`config.mk`:
```
export PLATFORM = sky130hd
export DESIGN_NAME = serdesphy_link_seq
export DESIGN_NICKNAME = d
export VERILOG_FILES = /design/src/rtl/serdesphy_seq_pkg.sv /design/src/rtl/serdesphy_lock_filter.sv /design/src/rtl/serdesphy_link_seq.sv
export SDC_FILE = /design/constraint.sdc
export NUM_CORES = 1
export LEC_CHECK = 0
export CAP_MARGIN = 20
export CORE_MARGIN = 2
export CORE_UTILIZATION = 40
export DETAILED_ROUTE_END_ITERATION = 10
export GPL_TIMING_DRIVEN = 0
export PLACE_DENSITY = 0.62
export SLEW_MARGIN = 20
export SYNTH_ARGS = -nofsm -noshare
export SYNTH_HDL_FRONTEND = slang
export SYNTH_HIERARCHICAL = 1
export SYNTH_SLANG_ARGS = --single-unit
```
`constraint.sdc`:
```
create_clock -name clk -period 3.3 [get_ports clk]
set_input_delay 0.33 -clock clk [delete_from_list [all_inputs] [get_ports clk]]
set_output_delay 0.33 -clock clk [all_outputs]
set_load 0.005 [all_outputs]
```
`src/rtl/serdesphy_seq_pkg.sv`:
```
// Shared definitions for the SerDes PHY link bring-up sequencer.
// Holds the state encodings, the wait/retry counter widths and a small
// decode helper used by the output logic.
package serdesphy_seq_pkg;

    localparam int unsigned WAIT_W  = 16;
    localparam int unsigned RETRY_W = 4;

    localparam logic [2:0] ST_OFF      = 3'd0;
    localparam logic [2:0] ST_PLL_RST  = 3'd1;
    localparam logic [2:0] ST_PLL_WAIT = 3'd2;
    localparam logic [2:0] ST_CDR_RST  = 3'd3;
    localparam logic [2:0] ST_CDR_WAIT = 3'd4;
    localparam logic [2:0] ST_ALIGN    = 3'd5;
    localparam logic [2:0] ST_UP       = 3'd6;
    localparam logic [2:0] ST_ERR      = 3'd7;

    // RX datapath is live from CDR reset through link up.
    function automatic logic st_rx_active(input logic [2:0] st);
        return (st >= ST_CDR_RST) && (st <= ST_UP);
    endfunction

endpackage

```
`src/rtl/serdesphy_lock_filter.sv`:
```
// Lock qualification filter.
// Counts consecutive cycles with lock_in high, saturating at STABLE.
// Ports:
//   clk, rst  - clock, synchronous active-high reset
//   clr       - clears the count (driven by the matching reset output)
//   lock_in   - raw lock from the analog block
//   stable    - count, including the current sample, has reached STABLE
module serdesphy_lock_filter
    import serdesphy_seq_pkg::*;
#(
    parameter int unsigned STABLE = 16
) (
    input  logic clk,
    input  logic rst,
    input  logic clr,
    input  logic lock_in,
    output logic stable
);

    localparam int unsigned CntW = $clog2(STABLE + 1);
    localparam logic [CntW-1:0] CntMax = CntW'(STABLE);

    logic [CntW-1:0] cnt_q;
    logic [CntW-1:0] cnt_d;

    always_comb begin
        cnt_d = cnt_q;
        if (clr || !lock_in) begin
            cnt_d = '0;
        end else if (cnt_q != CntMax) begin
            cnt_d = cnt_q + CntW'(1);
        end
    end

    // Stable is judged on the count that includes this cycle's sample, so the
    // sequencer leaves a wait state on the edge that registers the last good
    // sample rather than one edge later.
    assign stable = (cnt_d == CntMax);

    always_ff @(posedge clk) begin
        if (rst) begin
            cnt_q <= '0;
        end else begin
            cnt_q <= cnt_d;
        end
    end

endmodule

```
`src/rtl/serdesphy_link_seq.sv`:
```
// SerDes PHY link bring-up sequencer.
// Sequences PLL reset/lock, CDR reset/lock, RX alignment reset and TX idle
// release with lock filtering, timeouts and bounded retries.
// Ports:
//   clk, rst                 - clock, synchronous active-high reset
//   phy_en, *_cfg            - CSR enables and forced overrides
//   err_clr                  - pulse clearing sticky flags and retry count
//   pll_lock, cdr_lock       - raw analog lock indications
//   pll_rst_o .. tx_idle_o   - PHY control outputs
//   link_up, seq_state       - status
//   *_err, retry_cnt         - sticky error flags and failed attempt count
module serdesphy_link_seq
    import serdesphy_seq_pkg::*;
#(
    parameter int unsigned PLL_RST_CYCLES     = 24,
    parameter int unsigned CDR_RST_CYCLES     = 8,
    parameter int unsigned LOCK_STABLE_CYCLES = 16,
    parameter int unsigned PLL_LOCK_TIMEOUT   = 2400,
    parameter int unsigned CDR_LOCK_TIMEOUT   = 1200,
    parameter int unsigned MAX_RETRY          = 3
) (
    input  logic               clk,
    input  logic               rst,
    input  logic               phy_en,
    input  logic               tx_en_cfg,
    input  logic               rx_en_cfg,
    input  logic               pll_rst_cfg,
    input  logic               cdr_rst_cfg,
    input  logic               tx_idle_cfg,
    input  logic               err_clr,
    input  logic               pll_lock,
    input  logic               cdr_lock,
    output logic               pll_rst_o,
    output logic               cdr_rst_o,
    output logic               tx_en_o,
    output logic               rx_en_o,
    output logic               rx_align_rst_o,
    output logic               tx_idle_o,
    output logic               link_up,
    output logic [2:0]         seq_state,
    output logic               pll_timeout_err,
    output logic               cdr_timeout_err,
    output logic               lock_loss_err,
    output logic [RETRY_W-1:0] retry_cnt
);

    // Counter loads are N-1 so a state lasts exactly N cycles.
    localparam logic [WAIT_W-1:0]  PllRstLoad = WAIT_W'(PLL_RST_CYCLES - 1);
    localparam logic [WAIT_W-1:0]  CdrRstLoad = WAIT_W'(CDR_RST_CYCLES - 1);
    localparam logic [WAIT_W-1:0]  PllToLoad  = WAIT_W'(PLL_LOCK_TIMEOUT - 1);
    localparam logic [WAIT_W-1:0]  CdrToLoad  = WAIT_W'(CDR_LOCK_TIMEOUT - 1);
    localparam logic [RETRY_W-1:0] RetryMax   = RETRY_W'(MAX_RETRY);

    logic [2:0]         state_q, state_d;
    logic [WAIT_W-1:0]  wait_q, wait_d;
    logic [RETRY_W-1:0] retry_q, retry_d;
    logic               pll_to_q, pll_to_d;
    logic               cdr_to_q, cdr_to_d;
    logic               loss_q, loss_d;

    logic               pll_to_set, cdr_to_set, loss_set, retry_inc;
    logic [RETRY_W-1:0] retry_nxt;
    logic               pll_stable, cdr_stable;

    serdesphy_lock_filter #(
        .STABLE (LOCK_STABLE_CYCLES)
    ) u_pll_filter (
        .clk     (clk),
        .rst     (rst),
        .clr     (pll_rst_o),
        .lock_in (pll_lock),
        .stable  (pll_stable)
    );

    serdesphy_lock_filter #(
        .STABLE (LOCK_STABLE_CYCLES)
    ) u_cdr_filter (
        .clk     (clk),
        .rst     (rst),
        .clr     (cdr_rst_o),
        .lock_in (cdr_lock),
        .stable  (cdr_stable)
    );

    assign retry_nxt = retry_q + RETRY_W'(1);

    always_comb begin
        state_d    = state_q;
        wait_d     = wait_q;
        pll_to_set = 1'b0;
        cdr_to_set = 1'b0;
        loss_set   = 1'b0;
        retry_inc  = 1'b0;

        if (!phy_en) begin
            state_d = ST_OFF;
            wait_d  = '0;
        end else begin
            case (state_q)
                ST_OFF: begin
                    state_d = ST_PLL_RST;
                    wait_d  = PllRstLoad;
                end
                ST_PLL_RST: begin
                    if (wait_q == '0) begin
                        state_d = ST_PLL_WAIT;
                        wait_d  = PllToLoad;
                    end else begin
                        wait_d = wait_q - WAIT_W'(1);
                    end
                end
                ST_PLL_WAIT: begin
                    if (pll_rst_cfg) begin
                        // Forced reset: the timeout window restarts on release.
                        wait_d = PllToLoad;
                    end else if (pll_stable) begin
                        state_d = ST_CDR_RST;
                        wait_d  = CdrRstLoad;
                    end else if (wait_q == '0) begin
                        pll_to_set = 1'b1;
                        retry_inc  = 1'b1;
                        state_d    = (retry_nxt >= RetryMax) ? ST_ERR : ST_PLL_RST;
                        wait_d     = PllRstLoad;
                    end else begin
                        wait_d = wait_q - WAIT_W'(1);
                    end
                end
                ST_CDR_RST: begin
                    if (wait_q == '0) begin
                        state_d = ST_CDR_WAIT;
                        wait_d  = CdrToLoad;
                    end else begin
                        wait_d = wait_q - WAIT_W'(1);
                    end
                end
                ST_CDR_WAIT: begin
                    if (cdr_rst_cfg) begin
                        wait_d = CdrToLoad;
                    end else if (cdr_stable) begin
                        state_d = ST_ALIGN;
                    end else if (wait_q == '0) begin
                        cdr_to_set = 1'b1;
                        retry_inc  = 1'b1;
                        state_d    = (retry_nxt >= RetryMax) ? ST_ERR : ST_CDR_RST;
                        wait_d     = CdrRstLoad;
                    end else begin
                        wait_d = wait_q - WAIT_W'(1);
                    end
                end
                ST_ALIGN: begin
                    state_d = ST_UP;
                end
                ST_UP: begin
                    // Raw locks here: any drop takes the link down immediately.
                    if (!pll_lock || pll_rst_cfg) begin
                        loss_set = 1'b1;
                        state_d  = ST_PLL_RST;
                        wait_d   = PllRstLoad;
                    end else if (!cdr_lock || cdr_rst_cfg) begin
                        loss_set = 1'b1;
                        state_d  = ST_CDR_RST;
                        wait_d   = CdrRstLoad;
                    end
                end
                ST_ERR: begin
                    state_d = ST_ERR;
                end
                default: begin
                    state_d = ST_OFF;
                    wait_d  = '0;
                end
            endcase
        end

        // Sticky flags: a set beats a simultaneous clear.
        pll_to_d = pll_to_set | (pll_to_q & ~err_clr);
        cdr_to_d = cdr_to_set | (cdr_to_q & ~err_clr);
        loss_d   = loss_set   | (loss_q   & ~err_clr);

        if (retry_inc) begin
            retry_d = retry_nxt;
        end else if (err_clr || !phy_en) begin
            retry_d = '0;
        end else begin
            retry_d = retry_q;
        end
    end

    always_ff @(posedge clk) begin
        if (rst) begin
            state_q  <= ST_OFF;
            wait_q   <= '0;
            retry_q  <= '0;
            pll_to_q <= 1'b0;
            cdr_to_q <= 1'b0;
            loss_q   <= 1'b0;
        end else begin
            state_q  <= state_d;
            wait_q   <= wait_d;
            retry_q  <= retry_d;
            pll_to_q <= pll_to_d;
            cdr_to_q <= cdr_to_d;
            loss_q   <= loss_d;
        end
    end

    always_comb begin
        pll_rst_o      = (state_q == ST_OFF) || (state_q == ST_PLL_RST) ||
                         (state_q == ST_ERR) || pll_rst_cfg;
        cdr_rst_o      = !((state_q == ST_CDR_WAIT) || (state_q == ST_ALIGN) ||
                           (state_q == ST_UP)) || cdr_rst_cfg;
        rx_en_o        = rx_en_cfg && st_rx_active(state_q);
        tx_en_o        = tx_en_cfg && ((state_q == ST_ALIGN) || (state_q == ST_UP));
        rx_align_rst_o = !((state_q == ST_ALIGN) || (state_q == ST_UP));
        tx_idle_o      = !((state_q == ST_UP) && !tx_idle_cfg);
        link_up        = (state_q == ST_UP);
    end

    assign seq_state       = state_q;
    assign pll_timeout_err = pll_to_q;
    assign cdr_timeout_err = cdr_to_q;
    assign lock_loss_err   = loss_q;
    assign retry_cnt       = retry_q;

endmodule

```
==> implementation parameters <==
Parameter                              Value

Pwr
  Leakage power summed over all cells    1.10 nW
  Share of power burned in the clock network    31.4%
  Relative contribution of sequential cells to total power    46.9%
  Power per cell area    308 nW/um^2
  Maximum vdd ir drop    0.199 mV
  Switching power total    0.293 mW
  Int Pwr    0.667 mW
  Switching part of the total    30.5%
  Combinational Power Share    21.8%

Die
  Area of the die    7120 sq um
  Boundary Pins    28
  Number of placement rows    29
  Width of the chip    84.4 um
  Die extent in y    84.4 um
  Core region area    6310 sq um
  Starting density of the core    40.9%

Setup path
  Worst stage delay on the critical path    680 ps
  Reg2reg setup slack    190 ps
  Class of the most critical setup path    register to register
  Crit-path leading delay family    simple AND/OR/NAND/NOR gates
  Critical-path top delay cell    sky130_fd_sc_hd__or4b_2
  Worst setup path startpoint    seq_state[1]
  CP startpoint kind    register
  Critical path arrival    3340 ps
  Crit path buffers/inverters    3
  Worst path depth    13
  Reg2Reg Launch Point    seq_state[1]
  CP cell instances    buf_2, clkbuf_4, nand2_1, nand3_1, nand2b_1, a211o_1, nor4_4, or4b_2, o2bb2ai_1, and4_1, buf_2, mux2_2, nor2_1
  Largest fanout of any net on the critical path    10
  Reg-to-Reg End    retry_cnt[1]
  Critical path capture point type    register
  Cell type with the highest occurrence count on the critical path    sky130_fd_sc_hd__buf_2
  Crit path required time    3530 ps
  Critical path endpoint    retry_cnt[1]
  Depth of the most critical reg-to-reg path    13

Drt
  Post-Route WL    7140 um
  DR WL met3    550 um
  Wire length on met2    3050 um
  Uppermost metal layer occupied by signal nets    met4
  Number of detailed-route iterations in the first pass    5
  Number of vias per cell after detailed routing    5.98
  Antenna Violating Nets Remaining    0
  Number of DRC violations after detailed-routing iteration 0    290
  Final routed wire length divided by cell count    16.0 um
  DRC violation count after routing    0
  Vias after detailed routing    2666
  Total routed wire length on the met1 layer    3450 um

Global route
  Pin count of the biggest net entering global routing    11
  Total track usage    20.1%
  GRT Residual Overflow    0
  Wire length of the first global-routing pass    11800 um
  Initial antenna violation count    0
  Vias in the first global route    2378

Finish
  Ratio of cells with drive above 1 in the final layout    12.5%
  Antenna fix cells    0
  Final net count    388
  Post-synthesis to final-layout area growth    20.6%
  Fill cell count    650

Yosys
  Post-Synth XOR/XNOR Area    4.74%
  Leading register cell type out of synthesis    sky130_fd_sc_hd__dfxtp_1
  Share of the synthesized area in the top cell type    27.9%
  Synthesized-area fraction occupied by and/or/nand/nor cells    32.0%
  Synth top area cells    sky130_fd_sc_hd__dfxtp_1 (28%), sky130_fd_sc_hd__nand2_1 (4.8%), sky130_fd_sc_hd__ha_1 (3.9%)
  Synthesized-area fraction occupied by adder cells    3.87%
  Post-synthesis register bit count    36
  Most numerous cell types in the synthesized netlist    sky130_fd_sc_hd__dfxtp_1 (36), sky130_fd_sc_hd__nand2_1 (33), sky130_fd_sc_hd__inv_1 (22), sky130_fd_sc_hd__nor2_1 (22), sky130_fd_sc_hd__a21oi_1 (18)
  Post-synthesis instance area    2580 sq um
  Yosys warnings    6
  Post-Syn Nets    349
  Mux share of post-synthesis cell area    0.436%
  Netlist cell types    67
  Library cell with the highest instance count after synthesis    sky130_fd_sc_hd__dfxtp_1
  Most area-hungry cell type in the Yosys netlist    sky130_fd_sc_hd__dfxtp_1
  Compound-gate portion of the synthesized area    25.0%
  Number of synthesized flops with an enable pin    0
  Fraction of the yosys area taken by sequential cells    27.9%
  Combinational family with the most area after synthesis    simple AND/OR/NAND/NOR gates
  Number of instances in the synthesized netlist    330
  Post-Syn Area per Cell    7.83 sq um
  Post-synth ARST share    0%

Run
  Number of max-capacitance violations reported    0

Outcome
  Run status    complete, no violations

Hold path
  Classification of the worst-slack hold path    register to register

Clock network
  Clock Sinks    36
  Max Root-Sink Buffers    2
  Clock slew at the register clock pins of the worst setup and hold paths    70 ps
  Clock Tree Root    sky130_fd_sc_hd__clkbuf_8
  Worst-Skew Late Latency    290 ps
  CTS Buf Count    5
  H-tree levels    2
  CTS tree    done

Place
  Last weighted congestion value of the routability-driven placer    0.888
  Port Buffer Count    27
  Estimated wirelength of the detail-placed design    5170 um

Timing
  Worst-margin pin slew    684 ps
  Post-route fraction of the period consumed by the critical path    94.4%
  Highest clock frequency the design can meet    321 MHz
  Number of slew-limit violations in the final report    0
  Tightest hold margin    460 ps
  Final-layout setup total negative slack    0 ps
  Clock period minus worst slack    3110 ps
  Final setup violation count    0
  Clock skew    6.93 ps
  Tightest slew margin relative to the limit    54.1%
  Final hold vios    0
  Unrepaired setup endpoints after global routing    false
==> worst min-delay path, stage by stage, from the launching register on <==
cell,delay (ps)
sky130_fd_sc_hd__dfxtp_1,310
sky130_fd_sc_hd__nand2_1,50
sky130_fd_sc_hd__a21oi_1,50
==> per-layer routing <==
metal  track usage [%]  up-vias
met5                 0        -
met4              5.05        0
met3              3.44       10
met2              30.7      107
met1              29.4     1250
li1                  -     1299
==> area by class of cell <==
type                    instances  area, sq um  share of cell area (%)
multi-input cells             256         1740                    55.8
plain buffers                  16         88.8                    2.85
flip-flops and latches         36          722                    23.2
clock buffers                   6         72.6                    2.33
clock inverters                 1         5.00                   0.161
inverters                      22         82.6                    2.65
repair buffers                 32          310                    9.95
well taps                      77         96.3                    3.09
==> through the flow <==
stage	area (sq um)	setup WS [ps]	cells	utilization, %	power [mW]
2_1_floorplan	2580	246	330	-	0.598
6_report	3120	186	446	49.4	0.960
3_3_place_gp	2950	-660	434	46.7	0.660
3_5_place_dp	2950	-631	434	46.7	0.659
4_1_cts	3050	36.6	441	48.3	0.964
5_1_grt	3120	0.608	446	49.4	1.01
==> flip-flops by register name (all words and copies together), names as in the netlist <==
name                cells
u_cdr_filter/cnt_q      5
pll_timeout_err         1
wait_q                 16
seq_state               3
retry_cnt               4
lock_loss_err           1
u_pll_filter/cnt_q      5
cdr_timeout_err         1
==> layout by cell type, fill, tap and decap left out, types with 5 or more instances in the layout <==
cell type	count
sky130_fd_sc_hd__a21o_1	7
sky130_fd_sc_hd__clkdlybuf4s50_1	26
sky130_fd_sc_hd__ha_1	8
sky130_fd_sc_hd__buf_4	5
sky130_fd_sc_hd__a311oi_1	5
sky130_fd_sc_hd__nor3_1	11
sky130_fd_sc_hd__nand2_1	33
sky130_fd_sc_hd__clkbuf_8	5
sky130_fd_sc_hd__nor2_1	21
sky130_fd_sc_hd__dfxtp_1	35
sky130_fd_sc_hd__a21oi_1	18
sky130_fd_sc_hd__a31oi_1	5
sky130_fd_sc_hd__buf_2	6
sky130_fd_sc_hd__or3_1	8
sky130_fd_sc_hd__clkbuf_1	5
sky130_fd_sc_hd__nand3_1	15
sky130_fd_sc_hd__inv_1	22
sky130_fd_sc_hd__o21ai_0	11
sky130_fd_sc_hd__xor2_1	6
sky130_fd_sc_hd__xnor2_1	8
sky130_fd_sc_hd__nand2b_1	7
==> cell families (layout without fill, tap and decap cells) <==
logic type	Yosys count	count (layout)
AND/OR/NAND/NOR	142	142
AO/OA/AOI/OAI	91	91
buffers and inverters	38	77
flip-flops	36	36
XOR/XNOR	14	14
adder cells (fa/ha/maj)	8	8
multiplexers	1	1
==> power groups by stage <==
stage          Clock, mW  Combinational [mW]  Sequential [mW]
4_1_cts            0.312               0.202            0.449
2_1_floorplan          0               0.141            0.457
3_5_place_dp           0               0.200            0.459
6_report           0.301               0.209            0.450
5_1_grt            0.331               0.231            0.451
3_3_place_gp           0               0.200            0.459
==> worst min path at each step <==
| stage | slack, ps | startpoint | end | cells past startpoint |
|---|---|---|---|---|
| after floorplan | 410 | rst | u_cdr_filter/cnt_q[0] | 1 |
| after global placement | 450 | pll_timeout_err | pll_timeout_err | 2 |
| after detailed placement | 450 | pll_timeout_err | pll_timeout_err | 2 |
| after CTS | 470 | pll_timeout_err | pll_timeout_err | 2 |
| after global routing | 500 | pll_timeout_err | pll_timeout_err | 2 |
| final | 460 | pll_timeout_err | pll_timeout_err | 2 |
==> repair_timing <==
action	in CTS	in global routing
hold buffers	0	0
pin swaps	0	2
buffers inserted	0	5
setup endpoints to repair	22	20
resized for setup	10	11
(Power assumes the default switching activity.)
